==> src/rtl/op_arbiter.sv <==
// Round-robin arbiter/sequencer: grants one of two requesters, drives the operands onto a
// fixed-latency compute unit, captures the result after LATENCY and returns it to the owner.
module op_arbiter #(
  parameter int A_WIDTH = 6,
  parameter int B_WIDTH = 6,
  parameter int C_WIDTH = 5,
  parameter int LATENCY = 1
) (
  input  logic               clk_in,
  input  logic               rst_in,
  input  logic               req0_valid_in,
  input  logic [A_WIDTH-1:0] req0_a_in,
  input  logic [B_WIDTH-1:0] req0_b_in,
  output logic               req0_ready_out,
  output logic               req0_result_valid_out,
  output logic [C_WIDTH-1:0] req0_result_out,
  input  logic               req1_valid_in,
  input  logic [A_WIDTH-1:0] req1_a_in,
  input  logic [B_WIDTH-1:0] req1_b_in,
  output logic               req1_ready_out,
  output logic               req1_result_valid_out,
  output logic [C_WIDTH-1:0] req1_result_out,
  output logic [A_WIDTH-1:0] dp_a_out,
  output logic [B_WIDTH-1:0] dp_b_out,
  input  logic [C_WIDTH-1:0] dp_c_in,
  output logic               busy_out
);

  typedef enum logic [0:0] {
    ST_IDLE = 1'b0,
    ST_WAIT = 1'b1
  } state_t;

  localparam logic [3:0] LAT_C = 4'(LATENCY);

  state_t               state_q, state_d;
  logic [3:0]           cnt_q, cnt_d;
  logic                 prio_q, prio_d;
  logic                 owner_q, owner_d;
  logic [A_WIDTH-1:0]   dp_a_q, dp_a_d;
  logic [B_WIDTH-1:0]   dp_b_q, dp_b_d;
  logic [C_WIDTH-1:0]   res0_q, res0_d;
  logic [C_WIDTH-1:0]   res1_q, res1_d;
  logic                 rv0_q, rv0_d;
  logic                 rv1_q, rv1_d;
  logic                 rdy0_s, rdy1_s;
  logic                 xfer0_s, xfer1_s;

  // Grant decode: only in IDLE and never while reset is asserted; ties go to prio_q.
  always_comb begin
    rdy0_s = 1'b0;
    rdy1_s = 1'b0;
    if (!rst_in && (state_q == ST_IDLE)) begin
      if (req0_valid_in && req1_valid_in) begin
        rdy0_s = (prio_q == 1'b0);
        rdy1_s = (prio_q == 1'b1);
      end else begin
        rdy0_s = req0_valid_in;
        rdy1_s = req1_valid_in;
      end
    end else begin
      rdy0_s = 1'b0;
      rdy1_s = 1'b0;
    end
  end

  assign xfer0_s = req0_valid_in & rdy0_s;
  assign xfer1_s = req1_valid_in & rdy1_s;

  // Next-state logic for the sequencer, operand registers and result ports.
  always_comb begin
    state_d = state_q;
    cnt_d   = cnt_q;
    prio_d  = prio_q;
    owner_d = owner_q;
    dp_a_d  = dp_a_q;
    dp_b_d  = dp_b_q;
    res0_d  = res0_q;
    res1_d  = res1_q;
    rv0_d   = 1'b0;
    rv1_d   = 1'b0;
    case (state_q)
      ST_IDLE: begin
        if (xfer0_s || xfer1_s) begin
          owner_d = xfer1_s;
          dp_a_d  = xfer1_s ? req1_a_in : req0_a_in;
          dp_b_d  = xfer1_s ? req1_b_in : req0_b_in;
          cnt_d   = LAT_C;
          prio_d  = ~xfer1_s;
          state_d = ST_WAIT;
        end else begin
          state_d = ST_IDLE;
        end
      end
      ST_WAIT: begin
        if (cnt_q != 4'd0) begin
          cnt_d = cnt_q - 4'd1;
        end else begin
          // The unit's result is valid on this edge; hand it to the owner only.
          state_d = ST_IDLE;
          if (owner_q) begin
            res1_d = dp_c_in;
            rv1_d  = 1'b1;
          end else begin
            res0_d = dp_c_in;
            rv0_d  = 1'b1;
          end
        end
      end
      default: begin
        state_d = ST_IDLE;
      end
    endcase
  end

  // State register with synchronous reset; reset also aborts any in-flight op.
  always_ff @(posedge clk_in) begin
    if (rst_in) begin
      state_q <= ST_IDLE;
      cnt_q   <= 4'd0;
      prio_q  <= 1'b0;
      owner_q <= 1'b0;
      dp_a_q  <= '0;
      dp_b_q  <= '0;
      res0_q  <= '0;
      res1_q  <= '0;
      rv0_q   <= 1'b0;
      rv1_q   <= 1'b0;
    end else begin
      state_q <= state_d;
      cnt_q   <= cnt_d;
      prio_q  <= prio_d;
      owner_q <= owner_d;
      dp_a_q  <= dp_a_d;
      dp_b_q  <= dp_b_d;
      res0_q  <= res0_d;
      res1_q  <= res1_d;
      rv0_q   <= rv0_d;
      rv1_q   <= rv1_d;
    end
  end

  assign req0_ready_out        = rdy0_s;
  assign req1_ready_out        = rdy1_s;
  assign req0_result_valid_out = rv0_q;
  assign req1_result_valid_out = rv1_q;
  assign req0_result_out       = res0_q;
  assign req1_result_out       = res1_q;
  assign dp_a_out              = dp_a_q;
  assign dp_b_out              = dp_b_q;
  assign busy_out              = (state_q != ST_IDLE);

endmodule

==> config.mk <==
export PLATFORM = sky130hd
export DESIGN_NAME = op_arbiter
export DESIGN_NICKNAME = d
export VERILOG_FILES = /design/src/rtl/op_arbiter.sv
export SDC_FILE = /design/constraint.sdc
export NUM_CORES = 1
export LEC_CHECK = 0
export BUFFER_PORTS_ARGS = -buffer_cell sky130_fd_sc_hd__buf_2
export CAP_MARGIN = 20
export CORE_ASPECT_RATIO = 0.8
export CORE_MARGIN = 2
export CORE_UTILIZATION = 46
export CTS_BUF_LIST = sky130_fd_sc_hd__clkbuf_16
export DETAILED_ROUTE_END_ITERATION = 8
export PLACE_DENSITY = 0.84
export SLEW_MARGIN = 5
export SYNTH_ARGS = -nofsm -noshare
export SYNTH_HDL_FRONTEND = slang
export SYNTH_SLANG_ARGS = --single-unit
==> constraint.sdc <==
create_clock -name clk_in -period 1.9 [get_ports clk_in]
set_input_delay 0 -clock clk_in [delete_from_list [all_inputs] [get_ports clk_in]]
set_output_delay 0 -clock clk_in [all_outputs]
set_load 0.03 [all_outputs]
======== Word-level counts from Yosys, hierarchy flattened ========
Index checks and enable logic that the tools add are counted.
word-level totals
  register bits after elaboration ......... 31
  bits in latches ......................... 0
  bits in writable memories ............... 0
  memory bits (read-only) ................. 0
  output and inout port bits .............. 27
  memories kept ........................... 0
operators by class
  add/sub/neg operators ................... 1
  multipliers ............................. 0
  divide/modulo/power cells ............... 0
  magnitude comparators ................... 0
  eq/ne operators ......................... 2
  shift operators ......................... 0
  multiplexer cells ....................... 14
  bitwise operators ....................... 7
  reduce and logical (&&, ||, !) cells .... 10
operators by type and width
  operator               number
  $mux W6                2
  $mux W1                8
  $mux W4                2
  $pmux W4 S2            1
  $reduce_and A3 Y1      2
  $not A1 Y1             5
  $ne A2 B1 Y1 const B   2
  $reduce_and A2 Y1      2
  $reduce_bool A4 Y1     1
  $sub A4 B1 Y4 const B  1
  $reduce_or A3 Y1       1
  $and A1 B1 Y1          2
  $logic_and A1 B1 Y1    2
  $pmux W1 S2            1
  $logic_not A1 Y1       1
  $logic_or A1 B1 Y1     1

======== Logic depth before layout (Yosys ltp) ========
  depth in word-level cells ............... 7
  gate-level depth with buffers ........... 6
  mapped depth without buffers ............ 5

======== Least setup slack after synthesis ========
OpenSTA, ideal clock, no wires.
  kind .................................... reg2out
  start point ............................. register state_q, in the netlist busy_out
  end point ............................... output req1_ready_out
  arrival time ............................ 1.693 ns
  required time ........................... 1.900 ns
  path slack .............................. 0.207 ns
  cell stages (with the launch flop) ...... 5
  cell sequence ........................... dfxtp_1 buf_2 or3b_2 clkbuf_1 nor2_1
on the way
  word-level cells in the longest chain between the ends .. 3
ends and longest elaborated chain
  item                         RTL line  source
  from (decl)                  36        state_t state_q, state_d;
  from (signal assigned)       130       state_q <= state_d;
  $not A1 Y1 (no source line)  n/a
  $logic_and A1 B1 Y1          53        if (!rst_in && (state_q == ST_IDLE)) begin
  $mux W1                      53
  to (decl)                    20        output logic req1_ready_out,
Every way passes these cells.

======== Worst setup path after layout ========
Same ends and word-level chain as after synthesis.

==> results.toml <==
[timing]
maxSlewHeadroom_pct = 48.7
setup_violations = 0
fin_setup_tns_ns = 0
slew_viol_final = 0
skew_ns = 0.00385
fmax_mhz = 600
fin_crit_sh_pct = 87.8
final-hold-violation-count = 0
rsz0062_at_grt = "false"
worst_pin_slew_ns = 0.769
finalCriticalPeriod_ns = 1.67
finalHoldWorstSlack_ns = 0.00555

[layout]
multi_input_area_um2 = 683
drive_above_1_share_pct = 34.4
seq_area_um2 = 621
fillers = 236
finalNetCount = 254
area_growth_pct = 35.7
n_antenna_cell = 0

[synth]
yosysSeqAreaShare_pct = 44.2
yosysWarnings = 0
syn_area_um2 = 1400
yosysUniqueCellTypes = 32
synth_async_sr_flop_share_pct = 0
yosysTopAreaCell = "dfxtp_1"
syn_avg_cell_area_um2 = 8.56
synth_flop_cell = "dfxtp_1"
synth_cells = 164
synth.area.top_cells = "dfxtp_1, a21oi_1, o21ai_0"
ys_seq_elements = 31
synth_edf_count = 0
synth.net_count = 198
synth_top_area_share_pct = 44.2

[power]
ir_drop_mv = 0.584
power.density_nw_per_um2 = 1010
leakagePower_nw = 0.788

[drt]
drc = 0
drt-total-wl_um = 3580
drtAntennaViolNets = 0
wl_per_cell_um = 13.8
via_count = 1461
avgViaCountPerCell = 5.64
dr.pass1.iters = 4
drt_iter0_drc = 75

[grt]
grt_pass1_wl_um = 5580
grtUsageMet2_pct = 38.9
grt_pass1_vias = 1301
grt_busiest_layer = "met2"
grt_use_total_pct = 22.0
grt_use_met1_pct = 23.3
grt_start_max_net_pins = 32
overflow = 0
antenna_found_initial = 0
gr-usage-met3_pct = 6.81

[die]
rows = 17
die_area_um2 = 3510
core_area_um2 = 2830
io-pin-count = 60
die_h_um = 53.4
die_w_um = 65.8
initial_utilization_pct = 49.6

[worst_setup_path]
reg2reg_depth = 5
r2r_slack_ns = 0.27
r2r_end = "cnt_q[3]"
endpoint_kind = "primary output"
crit_chain = "or3b_2 -> nor2_1 -> buf_2"
worst_ep_arrival_time_ns = 1.67
r2r-start = "cnt_q[0]"
critical_path_class = "flop to primary output"
path_max_fanout = 14
slowest_delay_ns = 0.65
critPathLaunchType = "flop"
cp_data_required_time_ns = 1.90
crit_slowest_cell = "or3b_2"

[cts]
root_buffer = "clkbuf_16"
cts_tree = "done"
cts-hold-fix-buffers = 5
cts_setup_buffers = 0
clk_latency_ns = 0.27
clk_pin_slew_ns = 0.05
htree_levels = 2
cts_max_path_buffers = 2
cts-resized-gates = 0
cts_inserted_buffers = 5
cts_sinks = 31

[hold_path]
holdPathEnd = "dp_a_out[3]"
min_path_type = "input port to flop"
hold_depth = 3
hold_start = "req0_a_in[3]"

[placed_design]
place.port_buffers = 59
dpl.hpwl_um = 2370
routabilityCongestion = 0.757

[status]
status = "complete, no violations"

[run]
cap_violations = 0
[layout make-up]
cell class / instances / area share [%]
multi-input cells: 110 / 35.9
flip-flops and latches: 31 / 32.6
clock buffers: 5 / 6.57
clock inverters: 3 / 2.04
repair buffers: 68 / 19.7
well taps: 38 / 2.50
inverters: 4 / 0.788
[logic make-up (layout without fill, tap and decap cells)]
kind of cell               after synthesis  after routing  share of synthesized area [%]
AOI/OAI and AO/OA                       68             68                           29.5
DFF                                     31             31                           44.2
adders and majority gates                1              1                          0.891
buffers and inverters                   23             80                           7.13
and+or+nand+nor                         40             40                           17.6
xor gates and xnor gates                 1              1                          0.624
[stage by stage]
step	worst slack, ns	total power [mW]	cell area, um^2	util, %	std cells
floorplan	0.207	0.957	1400	-	164
finish	0.233	1.92	1910	67.4	259
CTS	0.239	1.94	1910	67.4	259
global route	0.141	2.00	1910	67.4	259
detailed placement	0.287	1.05	1690	59.8	246
global placement	0.316	1.05	1690	59.8	246
[routing by layer]
layer,wire length [um],vias up
li1,-,738
met1,1450,652
met2,1740,64
met3,310,7
met4,73,0
met5,0,-
[report_power, final]
group	switching (mW)	internal, mW
combinational	0.210	0.117
sequential	0.0303	0.693
clock	0.265	0.609
total	0.505	1.42
[placed cells by master (no fill, tap or decap)]
cell | synthesis | layout
dfxtp_1 | 31 | 31
a311oi_1 | 13 | 13
nor3_1 | 3 | 3
or3_1 | 1 | 1
a31o_2 | 1 | 1
a221o_1 | 1 | 1
inv_1 | 4 | 4
a211oi_2 | 1 | 1
buf_4 | 0 | 4
nor2_2 | 1 | 1
clkinv_2 | 0 | 1
a21oi_1 | 26 | 26
xor2_1 | 1 | 1
clkinv_1 | 0 | 1
nand2b_1 | 1 | 1
or2_0 | 1 | 1
or4b_1 | 1 | 1
nor2_1 | 2 | 2
a22oi_1 | 1 | 1
nand4_1 | 12 | 12
and4bb_2 | 1 | 1
nand4bb_1 | 1 | 1
o211ai_1 | 1 | 1
and2_0 | 1 | 1
buf_2 | 5 | 59
o32ai_1 | 1 | 1
nand3_1 | 10 | 10
nand2_1 | 1 | 1
o21ai_0 | 23 | 23
clkbuf_16 | 0 | 5
dlygate4sd3_1 | 0 | 5
nor2b_1 | 1 | 1
bufinv_16 | 0 | 1
nand3b_1 | 1 | 1
or3b_2 | 2 | 2
ha_1 | 1 | 1
[Yosys cell counts, types with 2 or more instances]
master / number
or3b_2: 2
clkbuf_1: 13
a311oi_1: 13
dfxtp_1: 31
nor2_1: 2
nor3_1: 3
a21oi_1: 26
nand4_1: 12
inv_1: 4
o21ai_0: 23
buf_2: 5
nand3_1: 10
[registers in the layout, indices dropped and copies added (netlist names)]
name                   count
dp_a_out                   6
dp_b_out                   6
req0_result_out            5
req1_result_out            5
cnt_q                      4
busy_out                   1
owner_q                    1
prio_q                     1
req0_result_valid_out      1
req1_result_valid_out      1
[worst max path at each step]
stage	startpoint	to	slack, ns	cells past startpoint
4_1_cts	busy_out	req1_ready_out	0.24	3
5_1_grt	busy_out	req1_ready_out	0.14	3
3_5_place_dp	cnt_q[0]	cnt_q[3]	0.29	5
6_report	busy_out	req1_ready_out	0.23	3
2_1_floorplan	busy_out	req1_ready_out	0.21	4
3_3_place_gp	cnt_q[0]	cnt_q[3]	0.32	5
[critical path: cells and delay by family, from the launching register on]
family                 cells  cell delay, ns
buffers and inverters      1            0.20
AND/OR/NAND/NOR            2            0.78
flip-flops                 1            0.41
Power figures use the tool's default switching activity.
